### src/rtl/fetch_stage_pkg.sv
`default_nettype none
// ============================================================================
// Module      : fetch_stage_pkg
// Description : Shared types and constants for the instruction fetch stage:
//               FSM state encoding, NOP instruction word, instruction width
//               and the PC increment helper.
//               With FETCH_MISALIGN_TRAP_EN defined, the TRAP state is part
//               of the encoding.
// Revision    : 1.0 - initial release
// ============================================================================
package fetch_stage_pkg;

  localparam int INST_WIDTH = 32;

  // ADDI x0, x0, 0: held in the instruction register whenever no real
  // instruction has been fetched yet.
  localparam logic [INST_WIDTH-1:0] NOP_INST = 32'h0000_0013;

`ifdef FETCH_MISALIGN_TRAP_EN
  typedef enum logic [1:0] {
    FETCH    = 2'd0,
    WAIT_ACK = 2'd1,
    VALID    = 2'd2,
    TRAP     = 2'd3
  } fetch_state_e;
`else
  typedef enum logic [1:0] {
    FETCH    = 2'd0,
    WAIT_ACK = 2'd1,
    VALID    = 2'd2
  } fetch_state_e;
`endif

  // Sequential word address. The addition wraps modulo 2^32, so 0xFFFF_FFFC
  // is followed by 0x0000_0000 with no flag.
  function automatic logic [31:0] pc_next(input logic [31:0] cur_pc);
    return cur_pc + 32'd4;
  endfunction

endpackage
`default_nettype wire

### src/rtl/fetch_pc_reg.sv
`default_nettype none
// ============================================================================
// Module      : fetch_pc_reg
// Description : Fetch-address register. It loads a redirect target or steps
//               to the next word. Redirect has priority over the sequential
//               step.
// Revision    : 1.0 - initial release
// ============================================================================
module fetch_pc_reg
  import fetch_stage_pkg::*;
#(
  parameter logic [31:0] RESET_PC = 32'h0000_0000
)
(
  input  logic        clk,
  input  logic        rstN,
  input  logic        advance,
  input  logic        load,
  input  logic [31:0] target,
  output logic [31:0] fetch_pc
);

  logic [31:0] fetch_pc_q;
  logic [31:0] fetch_pc_d;

  // Select the next fetch address. A redirect overrides the sequential step.
  always_comb begin
    fetch_pc_d = fetch_pc_q;
    if (load) begin
      fetch_pc_d = target;
    end else if (advance) begin
      fetch_pc_d = pc_next(fetch_pc_q);
    end
  end

  // Fetch-address register with asynchronous reset to the boot address.
  always_ff @(posedge clk or negedge rstN) begin
    if (!rstN) begin
      fetch_pc_q <= RESET_PC;
    end else begin
      fetch_pc_q <= fetch_pc_d;
    end
  end

  assign fetch_pc = fetch_pc_q;

endmodule
`default_nettype wire

### src/rtl/fetch_stage.sv
`default_nettype none
// ============================================================================
// Module      : fetch_stage
// Description : Single-outstanding-request instruction fetch stage.
//               The cycle sequence is FETCH -> WAIT_ACK -> VALID.
//               Redirects are honoured in every state. A late acknowledge
//               for an abandoned request is dropped.
//               Optional macro FETCH_MISALIGN_TRAP_EN:
//                 - Defined: a misaligned redirect target sets a sticky trap.
//                   Fetching then stops until reset.
//                 - Undefined: redirect targets are forced to word alignment.
// Revision    : 1.0 - initial release
// ============================================================================
module fetch_stage
  import fetch_stage_pkg::*;
#(
  parameter logic [31:0] RESET_PC = 32'h0000_0000
)
(
  input  logic                  clk,
  input  logic                  rstN,
  input  logic                  stall,
  input  logic                  redirect,
  input  logic [31:0]           redirectTarget,
  output logic                  imemReq,
  output logic [31:0]           imemAddr,
  input  logic                  imemAck,
  input  logic [INST_WIDTH-1:0] imemData,
  output logic                  instValid,
  output logic [INST_WIDTH-1:0] instruction,
  output logic [31:0]           pc,
  output logic [31:0]           pcPlus4,
  output logic                  misalignTrap
);

  fetch_state_e          state_q, state_d;
  logic [INST_WIDTH-1:0] instruction_q, instruction_d;
  logic [31:0]           pc_q, pc_d;
  logic                  inst_valid_q, inst_valid_d;
  logic                  drop_q, drop_d;
  logic                  trap_q, trap_d;

  logic                  pc_advance;
  logic                  pc_load;
  logic [31:0]           fetch_pc;
  logic [31:0]           redirect_pc;
  logic                  in_trap;

`ifdef FETCH_MISALIGN_TRAP_EN
  logic                  redirect_misaligned;
  assign redirect_pc         = redirectTarget;
  assign redirect_misaligned = |redirectTarget[1:0];
  assign in_trap             = (state_q == TRAP);
`else
  // Low target bits are ignored so the fetch address is always word-aligned.
  logic                  unused_target_bits;
  assign redirect_pc         = {redirectTarget[31:2], 2'b00};
  assign unused_target_bits  = ^redirectTarget[1:0];
  assign in_trap             = 1'b0;
`endif

  fetch_pc_reg #(
    .RESET_PC (RESET_PC)
  ) u_fetch_pc_reg (
    .clk      (clk),
    .rstN     (rstN),
    .advance  (pc_advance),
    .load     (pc_load),
    .target   (redirect_pc),
    .fetch_pc (fetch_pc)
  );

  // Next-state and datapath selection. A redirect beats stall and any
  // acknowledge that arrives in the same cycle.
  always_comb begin
    state_d       = state_q;
    instruction_d = instruction_q;
    pc_d          = pc_q;
    inst_valid_d  = inst_valid_q;
    drop_d        = drop_q;
    trap_d        = trap_q;
    pc_advance    = 1'b0;
    pc_load       = 1'b0;

    // The acknowledge of an abandoned request consumes the drop flag.
    if (drop_q && imemAck) begin
      drop_d = 1'b0;
    end

    if (redirect && !in_trap) begin
      inst_valid_d = 1'b0;
`ifdef FETCH_MISALIGN_TRAP_EN
      if (redirect_misaligned) begin
        trap_d  = 1'b1;
        state_d = TRAP;
      end else
`endif
      begin
        pc_load = 1'b1;
        state_d = FETCH;
        // The request in flight is abandoned. Its acknowledge must be dropped
        // unless that acknowledge arrives in this same cycle.
        if (state_q == WAIT_ACK) begin
          drop_d = !(imemAck && !drop_q);
        end
      end
    end else begin
      case (state_q)
        FETCH: begin
          state_d = WAIT_ACK;
        end
        WAIT_ACK: begin
          if (imemAck && !drop_q) begin
            instruction_d = imemData;
            pc_d          = fetch_pc;
            inst_valid_d  = 1'b1;
            state_d       = VALID;
          end
        end
        VALID: begin
          if (!stall) begin
            pc_advance   = 1'b1;
            inst_valid_d = 1'b0;
            state_d      = FETCH;
          end
        end
`ifdef FETCH_MISALIGN_TRAP_EN
        TRAP: begin
          state_d = TRAP;
        end
`endif
        default: begin
          state_d = FETCH;
        end
      endcase
    end
  end

  // FSM and output registers. Reset abandons any request that is in flight.
  always_ff @(posedge clk or negedge rstN) begin
    if (!rstN) begin
      state_q       <= FETCH;
      instruction_q <= NOP_INST;
      pc_q          <= RESET_PC;
      inst_valid_q  <= 1'b0;
      drop_q        <= 1'b0;
      trap_q        <= 1'b0;
    end else begin
      state_q       <= state_d;
      instruction_q <= instruction_d;
      pc_q          <= pc_d;
      inst_valid_q  <= inst_valid_d;
      drop_q        <= drop_d;
      trap_q        <= trap_d;
    end
  end

  // The request is decoded from the state. It is masked while reset is held,
  // so the first cycle after release already issues RESET_PC.
  assign imemReq      = rstN && ((state_q == FETCH) || (state_q == WAIT_ACK));
  assign imemAddr     = fetch_pc;
  assign instValid    = inst_valid_q;
  assign instruction  = instruction_q;
  assign pc           = pc_q;
  assign pcPlus4      = pc_next(pc_q);
  assign misalignTrap = trap_q;

endmodule
`default_nettype wire

### config.mk
export PLATFORM = sky130hd
export DESIGN_NAME = fetch_stage
export DESIGN_NICKNAME = d
export VERILOG_FILES = /design/src/rtl/fetch_stage_pkg.sv /design/src/rtl/fetch_pc_reg.sv /design/src/rtl/fetch_stage.sv
export SDC_FILE = /design/constraint.sdc
export NUM_CORES = 1
export LEC_CHECK = 0
export BUFFER_PORTS_ARGS = -buffer_cell sky130_fd_sc_hd__buf_2
export CORE_UTILIZATION = 40
export CTS_CLUSTER_DIAMETER = 100
export DETAILED_ROUTE_END_ITERATION = 7
export GPL_TIMING_DRIVEN = 0
export HOLD_SLACK_MARGIN = 0.1
export PLACE_DENSITY = 0.79
export RECOVER_POWER = 25
export SLEW_MARGIN = 20
export SYNTH_ARGS = -nofsm -noshare
export SYNTH_HDL_FRONTEND = slang
export SYNTH_HIERARCHICAL = 1
export SYNTH_SLANG_ARGS = --single-unit
### constraint.sdc
create_clock -name clk -period 2.8 [get_ports clk]
set_input_delay 0.56 -clock clk [delete_from_list [all_inputs] [get_ports clk]]
set_output_delay 0.56 -clock clk [all_outputs]
set_load 0.005 [all_outputs]
==> impl_summary.txt, run 1 <==
----------------------------------------------------
[Clocking]
  H-tree depth ... 3
  Worst skew pair latency ... ~340 ps
  Clock transition at the registers of the reported paths ... 70 ps
  Buffer type at the clock tree root ... sky130_fd_sc_hd__clkbuf_16
  CTS tree ... yes
  Buffers from clock root to sink, at most ... 2
  Total number of clock tree sinks ... 100
  CTS buffer count ... 9

[GRT]
  Total global-route track usage ... 0.2126
  Largest net degree at the start of global routing ... 55
  Vias in the first global route ... 4260
  Global route overflow ... 0
  Wire length of the first global-routing pass ... 21.54 mm
  Number of antenna violations at the first check in global routing ... 0

[Worst setup path]
  Worst path max stage delay ... 470 ps
  Slowest-stage cell, CP ... sky130_fd_sc_hd__dfrtp_1
  Setup slack, reg-to-reg ... 130 ps
  Number of cells on the critical path ... 7
  Nature of the critical path startpoint ... flip-flop
  Reg-to-Reg Start ... state_q[1]
  Buffering stage count on the worst path with inverters included ... 2
  Critical Path End ... pcPlus4[18]
  Start point of the critical path ... pc[2]
  Critical path endpoint category ... output pin
  Setup Crit Path Kind ... reg -> out
  Kind of cell adding the most delay to the critical path ... simple AND/OR/NAND/NOR gates
  Endpoint of the lowest-slack register-to-register path ... u_fetch_pc_reg/fetch_pc[20]
  Required arrival time at the worst endpoint ... 2240 ps
  Depth of the worst register-to-register path ... 9
  Series of cell instances along the critical path ... ha_2 -> nand2_2 -> nor4_4 -> buf_4 -> nand4_1 -> xnor2_1 -> buf_2
  Data arrival time of the worst path ... between 2000 and 2500 ps
  Largest fanout on the critical path ... 7

[Timing]
  Shortest period the worst path allows ... 2679 ps
  Total count of max-transition violations in the final report ... 0
  Worst-case hold slack ... 148.2 ps
  Fin Clk Skew ... 9.356 ps
  Hold violation total from the final report ... 0
  Setup violators final ... 0
  Fmax ... between 300 and 400 MHz
  Slew headroom ... 0.5784
  Tcrit/Tclk final ... 0.9569
  Worst Max-Slew Pin Slew ... around 630 ps

[Floorplanning]
  Starting Density ... 0.4131
  Die area ... approximately 13000 sq um
  Die H ... 113.6 um
  Die Width ... 113.6 um
  Site Rows ... 40
  Number of I/O pins ... 200
  Core Box Area ... roughly 12000 sq um

[Drt]
  Number of vias per cell ... 5.273
  Wirelength per Cell ... ~16 um
  Total detailed-routing wirelength ... 13.60 mm
  Total DRC errors in the routed layout ... 0
  Detailed Route Iter0 Violations ... 263
  Count of TritonRoute iterations in the first routing pass ... 4
  Antenna viol nets, final ... 0
  Vias ... roughly 4400

[Pwr]
  Total Power Consumption ... 4.928 mW
  Net switching power figure ... 1.563 mW
  Sequential Power Share ... 0.459
  Internal power component ... 3.365 mW
  Switching share of power ... 0.3172
  Maximum resistive drop on vdd ... 319.0 uV
  Clock share of power ... 0.255
  Power per standard cell area ... 750.1 nW/um^2
  Logic pwr share ... 0.286
  Leakage ... 2.962 nW

[Layout]
  Filler cell count ... 1084
  Fraction of layout instances using a drive strength above 1 ... 0.4644
  Highest-count cells in the layout ignoring fill and taps ... sky130_fd_sc_hd__buf_2, sky130_fd_sc_hd__dfrtp_1, sky130_fd_sc_hd__mux2_2, sky130_fd_sc_hd__nand2_1, sky130_fd_sc_hd__xnor2_1
  Diode count ... 0
  Register cell area after layout ... 2509 sq um
  Nets ... just over 700
  Most common cell after layout, fill and taps aside ... sky130_fd_sc_hd__buf_2
  Area used by multi-input combinational logic ... 2357 sq um
  Area overhead of the layout relative to synthesis ... 31.87%

[Run status]
  Result of the run ... finished clean

[Yosys]
  Post-synth EDFFs ... 0
  Number of synthesized register bits ... 100
  Count of distinct cell types in the synthesized netlist ... 41
  Avg Inst Size Synth ... 11.22 sq um
  Synthesis Warnings ... 6
  Top_reg_cell synth ... sky130_fd_sc_hd__dfrtp_1
  Synthesized area ... 4982 sq um
  Post-Syn Instances ... 444
  Sequential fraction of the synthesis area ... 0.5030
  Post-synthesis async set-or-reset flop share ... 1.000

[Hold path]
  Classification of the worst-slack hold path ... in -> async

[Place]
  Weighted congestion at the end of routability-driven global placement ... 0.8643
  Total of buffers placed on input and output ports ... 196
  DPL Wire Length ... 10.42 mm

[Flow run]
  Number of max-capacitance violations reported ... 0

----------------------------------------------------
-- worst min-delay path by stage --
stage               depth (start not counted)             from  slack, ps              end
floorplan                                   0             rstN        260           drop_q
global placement                            1   instruction[3]        460   instruction[3]
detailed placement                          1  instruction[11]        490  instruction[11]
CTS                                         1             rstN        150   instruction[9]
global route                                1             rstN        180   instruction[8]
finish                                      1             rstN        150   instruction[3]
-- layer usage --
metal  global-route usage  share of wire  wire (um)
met4              0.06667          0.011        144
met1               0.2732           0.41       5600
met2               0.3654           0.51       6901
met5                    0              0          0
met3              0.03666          0.070        951
-- power groups by stage --
stage / clock [mW] / combinational, mW / sequential [mW]
final: 1.26 / 1.41 / 2.26
after global routing: 1.35 / 1.56 / 2.33
after CTS: 1.29 / 1.43 / 2.26
after detailed placement: 0 / 1.42 / 2.28
after global placement: 0 / 1.37 / 2.25
after floorplan: 0 / 0.644 / 2.22
-- layout make-up --
class / instances / share of cell area
Timing Repair Buffer: 199 / 0.1584
Clock buffer: 11 / 0.03695
Clock inverter: 5 / 0.009141
Tap cell: 168 / 0.03199
Multi-Input combinational cell: 316 / 0.3588
Inverter: 8 / 0.004571
Sequential cell: 100 / 0.3818
Buffer: 22 / 0.01828
-- logic make-up (layout without fill, tap and decap cells) --
family / count (synthesis) / count (layout) / synth area share
AND/OR/NAND/NOR: 151 / 151 / 0.1730
flip-flops: 100 / 100 / 0.5030
multiplexers: 67 / 67 / 0.1512
AO/OA/AOI/OAI: 50 / 50 / 0.06153
XOR/XNOR: 43 / 43 / 0.07559
buffers and inverters: 30 / 245 / 0.02988
adder cells (fa/ha/maj): 2 / 2 / 0.005022
other: 1 / 3 / 0.0007527
-- worst register-to-register path: stages, from the launching register on --
cell	delay, ps
sky130_fd_sc_hd__dfrtp_2	420
sky130_fd_sc_hd__inv_1	80
sky130_fd_sc_hd__nor4_2	300
sky130_fd_sc_hd__buf_6	180
sky130_fd_sc_hd__nand4_2	150
sky130_fd_sc_hd__buf_6	180
sky130_fd_sc_hd__or3_1	440
sky130_fd_sc_hd__buf_2	230
sky130_fd_sc_hd__or4_1	420
sky130_fd_sc_hd__a31oi_1	200
-- timing repair --
| item | 4_1_cts | 5_1_grt |
|---|---|---|
| hold endpoints to repair | 0 | 0 |
| endpoints found under the setup margin | 16 | 12 |
| hold buffers | 0 | 0 |
| gates resized for setup | 2 | 8 |
| buffers inserted | 2 | 0 |
| pin swaps | 2 | 0 |
-- synthesized netlist by cell type (all sizes together), types with 3 or more instances --
cell type  count  area, sq um
dfrtp         97         2427
mux2          66        743.2
nand2         36        135.1
xnor2         29        254.0
nand3         26        140.1
nor2          21        86.33
o21ai         20        100.1
nand4         17        118.9
xor2          14        122.6
a31oi         13        81.33
buf           13        85.08
o31ai         12        90.09
or4           12        90.09
nor4          10        92.59
clkbuf         9        33.78
nor3           8        40.04
and4           7        61.31
inv            7        26.28
and3           4        26.28
dfstp          3        78.83
nor2b          3        18.77
-- through the flow --
| step | instances | utilization | TNS [ps] | setup WS (ps) | instance area, sq um |
|---|---|---|---|---|---|
| 2_1_floorplan | 446 | - | 0 | 231.0 | 4990 |
| 3_3_place_gp | 810 | 0.5124 | -1242 | -333.8 | 6181 |
| 3_5_place_dp | 811 | 0.5152 | -1269 | -220.4 | 6215 |
| 4_1_cts | 829 | 0.5434 | 0 | 8.981 | 6554 |
| 5_1_grt | 829 | 0.5447 | -0.2902 | -0.2902 | 6570 |
| 6_report | 829 | 0.5447 | 0 | 120.6 | 6570 |
(Power assumes the default switching activity.)
==> inputs of run 2 (changes only) <==
--- a/config.mk
+++ b/config.mk
@@ -6,12 +6,12 @@
 export NUM_CORES = 1
 export LEC_CHECK = 0
 export BUFFER_PORTS_ARGS = -buffer_cell sky130_fd_sc_hd__buf_2
-export CORE_UTILIZATION = 40
+export CORE_UTILIZATION = 42
 export CTS_CLUSTER_DIAMETER = 100
 export DETAILED_ROUTE_END_ITERATION = 7
 export GPL_TIMING_DRIVEN = 0
 export HOLD_SLACK_MARGIN = 0.1
-export PLACE_DENSITY = 0.79
+export PLACE_DENSITY = 0.82
 export RECOVER_POWER = 25
 export SLEW_MARGIN = 20
 export SYNTH_ARGS = -nofsm -noshare
==> impl_summary.txt, run 2 (synthesis results as in run 1) <==
----------------------------------------------------
[Run status]
  Result of the run ... finished clean

[Drt]
  Count of TritonRoute iterations in the first routing pass ... 5 (+1)
  Total DRC errors in the routed layout ... 0 (unchanged)
  Total detailed-routing wirelength ... 13.33 mm (-2.0%)
  Antenna viol nets, final ... 0 (unchanged)
  Vias ... 4420 (+1.1%)
  Wirelength per Cell ... 16.58 um (+1.1%)
  Detailed Route Iter0 Violations ... 235 (-11%)
  Number of vias per cell ... 5.498 (+4.3%)

[Layout]
  Filler cell count ... 981 (-9.5%)
  Area used by multi-input combinational logic ... 2361 sq um (+0.16%)
  Count of placed standard cells in the final layout, fillers left out ... 804 (-3.0%)
  Register cell area after layout ... 2509 sq um (unchanged)
  Area overhead of the layout relative to synthesis ... 30.54%
  Most common cell after layout, fill and taps aside ... sky130_fd_sc_hd__buf_2
  Nets ... 727 (unchanged)
  Highest-count cells in the layout ignoring fill and taps ... sky130_fd_sc_hd__buf_2, sky130_fd_sc_hd__dfrtp_1, sky130_fd_sc_hd__mux2_2, sky130_fd_sc_hd__nand2_1, sky130_fd_sc_hd__xnor2_1
  Area of all placed cells without fillers ... 6504 sq um (-1.0%)
  Fraction of layout instances using a drive strength above 1 ... 0.4629 (-0.001513)
  Diode count ... 0 (unchanged)

[Clocking]
  CTS buffer count ... 9 (unchanged)
  CTS tree ... yes
  Buffer type at the clock tree root ... sky130_fd_sc_hd__clkbuf_16
  Number of hold-repair buffers added at the cts stage ... 0 (unchanged)
  Worst skew pair latency ... 340 ps (about the same)
  Clock transition at the registers of the reported paths ... 70 ps (about the same)
  H-tree depth ... 3 (unchanged)
  Total number of clock tree sinks ... 100 (unchanged)
  Buffers from clock root to sink, at most ... 2 (unchanged)

[Worst setup path]
  Nature of the critical path startpoint ... flip-flop
  Reg-to-Reg Start ... state_q[1]
  Data arrival time of the worst path ... 3000 ps (+880 ps)
  Setup slack, reg-to-reg ... 60 ps (-70 ps)
  Endpoint of the lowest-slack register-to-register path ... u_fetch_pc_reg/fetch_pc[29]
  Critical path endpoint category ... flip-flop
  Setup Crit Path Kind ... reg -> reg
  Required arrival time at the worst endpoint ... 3060 ps (+820 ps)
  Largest fanout on the critical path ... 10 (+3)
  Depth of the worst register-to-register path ... 8 (-1)

[Pwr]
  Maximum resistive drop on vdd ... 421.1 uV (+32%)
  Power per standard cell area ... 738.9 nW/um^2 (-1.5%)
  Leakage ... 2.941 nW (-0.71%)

[Floorplanning]
  Die H ... 110.9 um (-2.4%)
  Die area ... 12300 sq um (-4.7%)
  Number of I/O pins ... 200 (unchanged)
  Starting Density ... 0.4345 (+0.02141)
  Core Box Area ... 11470 sq um (-4.9%)
  Site Rows ... 39 (-2.5%)
  Die Width ... 110.9 um (-2.4%)

[Hold path]
  Cell depth of the worst hold path ... 3
  Classification of the worst-slack hold path ... in -> reg
  Startpoint of the most critical hold path ... redirectTarget[2]
  Hold Path End ... u_fetch_pc_reg/fetch_pc[2]

[Timing]
  Fmax ... 364.8 MHz (-2.2%)
  RSZ-0062 raised after global routing ... false
  Slew headroom ... 0.1379 (-0.4405)
  Setup violators final ... 0 (unchanged)
  Hold violation total from the final report ... 0 (unchanged)
  Worst Max-Slew Pin Slew ... 1293 ps (+660.7 ps)
  Worst-case hold slack ... 424.5 ps (+276.3 ps)
  Tcrit/Tclk final ... 0.9789 (+0.02200)
  Shortest period the worst path allows ... 2741 ps (+61.60 ps)
  Fin Clk Skew ... 12.45 ps (+3.097 ps)
  Total count of max-transition violations in the final report ... 0 (unchanged)

[Place]
  DPL Wire Length ... 9.960 mm (-4.4%)
  Weighted congestion at the end of routability-driven global placement ... 0.8737 (+1.1%)
  Post-Place Cell Area ... 6183 sq um (-0.50%)
  Total of buffers placed on input and output ports ... 196 (unchanged)
  Cell total after placement ... 786 (-3.1%)

[Flow run]
  Number of max-capacitance violations reported ... 0 (unchanged)

[GRT]
  Global route overflow ... 0 (unchanged)
  Largest net degree at the start of global routing ... 53 (-3.6%)
  Number of antenna violations at the first check in global routing ... 0 (unchanged)
  Total global-route track usage ... 0.2114 (-0.001227)
  Wire length of the first global-routing pass ... 20.89 mm (-3.0%)
  Vias in the first global route ... 4199 (-1.4%)

----------------------------------------------------
==> run 2: cell types whose count changed in the layout (fill, tap and decap cells not counted) <==
cell / change
sky130_fd_sc_hd__buf_2: +1
sky130_fd_sc_hd__buf_6: -1
sky130_fd_sc_hd__bufinv_16: -1
sky130_fd_sc_hd__clkbuf_2: +1
sky130_fd_sc_hd__clkbuf_8: -1
sky130_fd_sc_hd__clkinv_4: -1
sky130_fd_sc_hd__clkinvlp_4: +2
sky130_fd_sc_hd__nor3_1: +1
sky130_fd_sc_hd__nor3_2: -1
sky130_fd_sc_hd__nor4_2: -1
sky130_fd_sc_hd__nor4_4: +1
==> run 2: report_power, final <==
group	internal, mW	leakage, nW	switching (mW)
registers	1.83	1.18	0.441
clock network	0.605	0.122	0.536
logic	0.814	1.63	0.582
total	3.25	2.94	1.56
==> run 2: repair_timing <==
action / CTS / global route
endpoints found under the setup margin: 18 / 8
pin swaps: 2 / 0
buffers inserted: 2 / 0
resized for setup: 4 / 6
==> run 2: worst max-delay path: stages (launching register included) <==
cell and delay (ps):
sky130_fd_sc_hd__dfrtp_1 460, sky130_fd_sc_hd__inv_1 130, sky130_fd_sc_hd__nor4_4 270, sky130_fd_sc_hd__buf_6 180, sky130_fd_sc_hd__nand4_2 140, sky130_fd_sc_hd__buf_6 180, sky130_fd_sc_hd__or4b_4 560, sky130_fd_sc_hd__or4_1 530
sky130_fd_sc_hd__a31oi_1 200
==> run 2: how the worst max path moves through the flow <==
stage | startpoint | to | slack [ps] | depth (start not counted)
floorplan | redirect | u_fetch_pc_reg/fetch_pc[27] | 230 | 7
global placement | rstN | imemReq | -320 | 3
detailed placement | redirect | u_fetch_pc_reg/fetch_pc[28] | -190 | 9
CTS | state_q[1] | u_fetch_pc_reg/fetch_pc[28] | 30 | 9
global route | state_q[1] | u_fetch_pc_reg/fetch_pc[29] | 10 | 8
finish | state_q[1] | u_fetch_pc_reg/fetch_pc[29] | 60 | 8
==> run 2: metrics by stage <==
stage	utilization	total power, mW	setup WS, ps	TNS (ps)
after floorplan	-	2.867	231.0	0
after global routing	0.5672	5.075	13.77	0
final	0.5672	4.806	58.96	0
after global placement	0.5363	3.617	-322.1	-996.5
after CTS	0.5666	4.844	31.73	0
after detailed placement	0.5392	3.687	-194.5	-952.5
==> run 2: area by class of cell <==
class,count,share of cell area
flip-flops and latches,100,0.3857
multi-input cells,316,0.3630
repair buffers,199,0.1593
clock buffers,11,0.03578
well taps,143,0.02751
plain buffers,22,0.01847
clock inverters,5,0.005579
inverters,8,0.004617
==> run 2: routing by layer <==
| metal | GRT usage | vias to the layer above | wire length [um] |
|---|---|---|---|
| met5 | 0 | - | 0 |
| li1 | - | 2033 | - |
| met1 | 0.2734 | 2140 | 5493 |
| met4 | 0.05244 | 0 | 124 |
| met2 | 0.3590 | 231 | 6611 |
| met3 | 0.04702 | 16 | 1098 |
==> inputs of run 3 (changes only) <==
--- a/config.mk
+++ b/config.mk
@@ -5,13 +5,14 @@
 export SDC_FILE = /design/constraint.sdc
 export NUM_CORES = 1
 export LEC_CHECK = 0
+export ABC_AREA = 1
 export BUFFER_PORTS_ARGS = -buffer_cell sky130_fd_sc_hd__buf_2
 export CORE_UTILIZATION = 42
 export CTS_CLUSTER_DIAMETER = 100
 export DETAILED_ROUTE_END_ITERATION = 7
 export GPL_TIMING_DRIVEN = 0
 export HOLD_SLACK_MARGIN = 0.1
-export PLACE_DENSITY = 0.82
+export PLACE_DENSITY = 0.8
 export RECOVER_POWER = 25
 export SLEW_MARGIN = 20
 export SYNTH_ARGS = -nofsm -noshare
==> impl_summary.txt, run 3 <==
----------------------------------------------------
[Run status]
  Result of the run ... finished clean

[Worst setup path]
  Data arrival time of the worst path ... 1940 ps (-1060 ps)
  Critical Path End ... imemReq
  Setup Crit Path Kind ... in -> out
  Setup slack, reg-to-reg ... 840 ps (+780 ps)
  Nature of the critical path startpoint ... input pin
  Depth of the worst register-to-register path ... 8 (unchanged)
  Critical path endpoint category ... output pin
  Start point of the critical path ... rstN
  Required arrival time at the worst endpoint ... 2240 ps (-820 ps)
  Largest fanout on the critical path ... 37 (+27)
  Endpoint of the lowest-slack register-to-register path ... u_fetch_pc_reg/fetch_pc[15]
  Reg-to-Reg Start ... state_q[0]

[Place]
  Worst setup timing slack at the placement stage ... 695.2 ps (+889.7 ps)
  Total of buffers placed on input and output ports ... 196 (unchanged)
  Weighted congestion at the end of routability-driven global placement ... 0.9106 (+4.2%)
  DPL Wire Length ... 12.52 mm (+26%)

[Pwr]
  Total Power Consumption ... 4.852 mW (+0.97%)
  Maximum resistive drop on vdd ... 310.3 uV (-26%)
  Leakage ... 3.900 nW (+33%)
  Power per standard cell area ... 667.7 nW/um^2 (-9.6%)

[Yosys]
  Number of synthesized register bits ... 100 (unchanged)
  Cell types with the largest area share after synthesis ... sky130_fd_sc_hd__dfrtp_1, sky130_fd_sc_hd__nand2_1, sky130_fd_sc_hd__inv_1
  Top_reg_cell synth ... sky130_fd_sc_hd__dfrtp_1
  Leading area contributor after synthesis ... sky130_fd_sc_hd__dfrtp_1
  Synthesis Warnings ... 6 (unchanged)
  Post-Syn Instances ... 780 (+76%)
  Count of distinct cell types in the synthesized netlist ... 33 (-20%)
  Fraction of synthesized cell area taken by the top area cell type ... 0.4269 (-0.06026)
  Post-synth EDFFs ... 0 (unchanged)
  Sequential fraction of the synthesis area ... 0.4408 (-0.06221)
  Most frequent cells after synthesis ... sky130_fd_sc_hd__nand2_1, sky130_fd_sc_hd__inv_1, sky130_fd_sc_hd__dfrtp_1
  Avg Inst Size Synth ... 7.289 sq um (-35%)
  Most frequent cell after synthesis ... sky130_fd_sc_hd__nand2_1
  Synthesized area ... 5685 sq um (+14%)
  Post-synthesis async set-or-reset flop share ... 1.000 (unchanged)

[Timing]
  Hold violation total from the final report ... 0 (unchanged)
  Fin Clk Skew ... 3.604 ps (-8.850 ps)
  RSZ-0062 raised after global routing ... false
  Slew headroom ... 0.4203 (+0.2824)
  Total count of max-transition violations in the final report ... 0 (unchanged)
  Tcrit/Tclk final ... 0.8944 (-0.08456)
  Worst-case hold slack ... 429.5 ps (+4.994 ps)
  Fmax ... 399.3 MHz (+9.5%)
  Final sum of negative setup slack ... 0 ps (unchanged)
  Final WS setup ... 295.7 ps (+236.8 ps)
  Setup violators final ... 0 (unchanged)
  Shortest period the worst path allows ... 2504 ps (-236.8 ps)
  Worst Max-Slew Pin Slew ... 869.5 ps (-423.6 ps)

[GRT]
  Largest net degree at the start of global routing ... 74 (+40%)
  Total global-route track usage ... 0.2362 (+0.02479)
  Vias in the first global route ... 5219 (+24%)
  Global route overflow ... 0 (unchanged)
  Wire length of the first global-routing pass ... 26.09 mm (+25%)
  Number of antenna violations at the first check in global routing ... 0 (unchanged)

[Flow run]
  Number of max-capacitance violations reported ... 0 (unchanged)

[Hold path]
  Classification of the worst-slack hold path ... in -> reg

[Drt]
  Detailed Route Iter0 Violations ... 501 (+110%)
  Vias ... 5718 (+29%)
  Antenna viol nets, final ... 0 (unchanged)
  Total detailed-routing wirelength ... 16.37 mm (+23%)
  Wirelength per Cell ... 13.97 um (-16%)
  Number of vias per cell ... 4.879 (-11%)
  Count of TritonRoute iterations in the first routing pass ... 5 (unchanged)
  Total DRC errors in the routed layout ... 0 (unchanged)

[Clocking]
  Setup Buffers After CTS ... 0 (-2)
  Clock transition at the registers of the reported paths ... 70 ps (about the same)
  Total number of clock tree sinks ... 100 (unchanged)
  H-tree depth ... 3 (unchanged)
  Worst skew pair latency ... 340 ps (about the same)
  CTS tree ... yes
  Buffer type at the clock tree root ... sky130_fd_sc_hd__clkbuf_16
  Buffers from clock root to sink, at most ... 2 (unchanged)
  CTS buffer count ... 9 (unchanged)

[Layout]
  Nets ... 1063 (+46%)
  Area used by multi-input combinational logic ... 2654 sq um (+12%)
  Most common cell after layout, fill and taps aside ... sky130_fd_sc_hd__nand2_1
  Highest-count cells in the layout ignoring fill and taps ... sky130_fd_sc_hd__nand2_1, sky130_fd_sc_hd__buf_2, sky130_fd_sc_hd__inv_1, sky130_fd_sc_hd__dfrtp_1, sky130_fd_sc_hd__nor2_1
  Register cell area after layout ... 2506 sq um (-0.10%)
  Fraction of layout instances using a drive strength above 1 ... 0.2681 (-0.1949)
  Area overhead of the layout relative to synthesis ... 27.82%
  Diode count ... 0 (unchanged)
  Post-route core utilization ... 0.5488 (-0.01841)
  Filler cell count ... 1288 (+31%)

[Floorplanning]
  Site Rows ... 42 (+7.7%)
  Starting Density ... 0.4293 (-0.005152)
  Core Box Area ... 13240 sq um (+15%)
  Die area ... 14010 sq um (+14%)
  Die H ... 118.3 um (+6.7%)
  Number of I/O pins ... 200 (unchanged)
  Die Width ... 118.3 um (+6.7%)

----------------------------------------------------
## run 3: cell count changes in the layout (fill, tap and decap cells not counted), sizes merged, moves of 19 or more
| cell | before | now |
|---|---|---|
| nor2 | 21 | 90 |
| xnor2 | 29 | 4 |
| o21ai | 20 | 65 |
| nand3 | 26 | 49 |
| nand2 | 36 | 268 |
| mux2 | 66 | 0 |
| a22oi | 0 | 19 |
| inv | 8 | 104 |
## run 3: worst max-delay path: stages
cell and delay [ps]:
sky130_fd_sc_hd__dlygate4sd3_1 540, sky130_fd_sc_hd__buf_6 290, sky130_fd_sc_hd__buf_16 250, sky130_fd_sc_hd__inv_1 60, sky130_fd_sc_hd__nor2_1 90, sky130_fd_sc_hd__buf_2 110
## run 3: logic make-up after synthesis
group                      share of synthesized area
AOI/OAI and AO/OA                             0.1015
xor gates and xnor gates                     0.03235
adders and majority gates                   0.004401
buffers and inverters                        0.09375
DFF                                           0.4408
other                                      0.0006596
and+or+nand+nor                               0.3266
## run 3: per-stage QoR
step | instance area (sq um) | instances
CTS | 7263 | 1171
global placement | 6894 | 1154
floorplan | 5693 | 782
detailed placement | 6928 | 1155
finish | 7267 | 1172
global route | 7267 | 1172
## run 3: final cells by class
| cell class | count | share of cell area |
|---|---|---|
| multi-input cells | 554 | 0.3652 |
| flip-flops and latches | 100 | 0.3449 |
| repair buffers | 199 | 0.1417 |
| inverters | 103 | 0.05320 |
| clock buffers | 12 | 0.03530 |
| well taps | 176 | 0.03030 |
| plain buffers | 25 | 0.01997 |
| clock inverters | 3 | 0.009470 |
## run 3: repair_timing
action,CTS,global route
resized for setup,0,0
endpoints found under the setup margin,0,1
hold buffers,1,0
endpoints found under the hold margin,25,0
## run 3: worst min-delay path by stage
stage | from | end | slack (ps) | cells after the start
floorplan | rstN | drop_q | 260 | 0
global placement | instValid | instValid | 450 | 2
detailed placement | rstN | pc[31] | 450 | 1
CTS | redirectTarget[6] | u_fetch_pc_reg/fetch_pc[6] | 420 | 3
global route | imemAck | drop_q | 430 | 2
finish | imemData[4] | instruction[4] | 430 | 3
## run 3: per-layer routing
layer | wire length, um | GRT usage | vias up
met5 | 0 | 0 | -
met4 | 195 | 0.07372 | 0
met3 | 772 | 0.03041 | 16
met2 | 7831 | 0.3971 | 182
met1 | 7568 | 0.3159 | 2651
li1 | - | - | 2869
## run 3: where the power goes
| group | internal, mW | switching, mW | leakage, nW |
|---|---|---|---|
| combinational | 0.645 | 0.670 | 2.51 |
| sequential | 1.78 | 0.393 | 1.23 |
| clock | 0.831 | 0.535 | 0.159 |
| total | 3.25 | 1.60 | 3.90 |
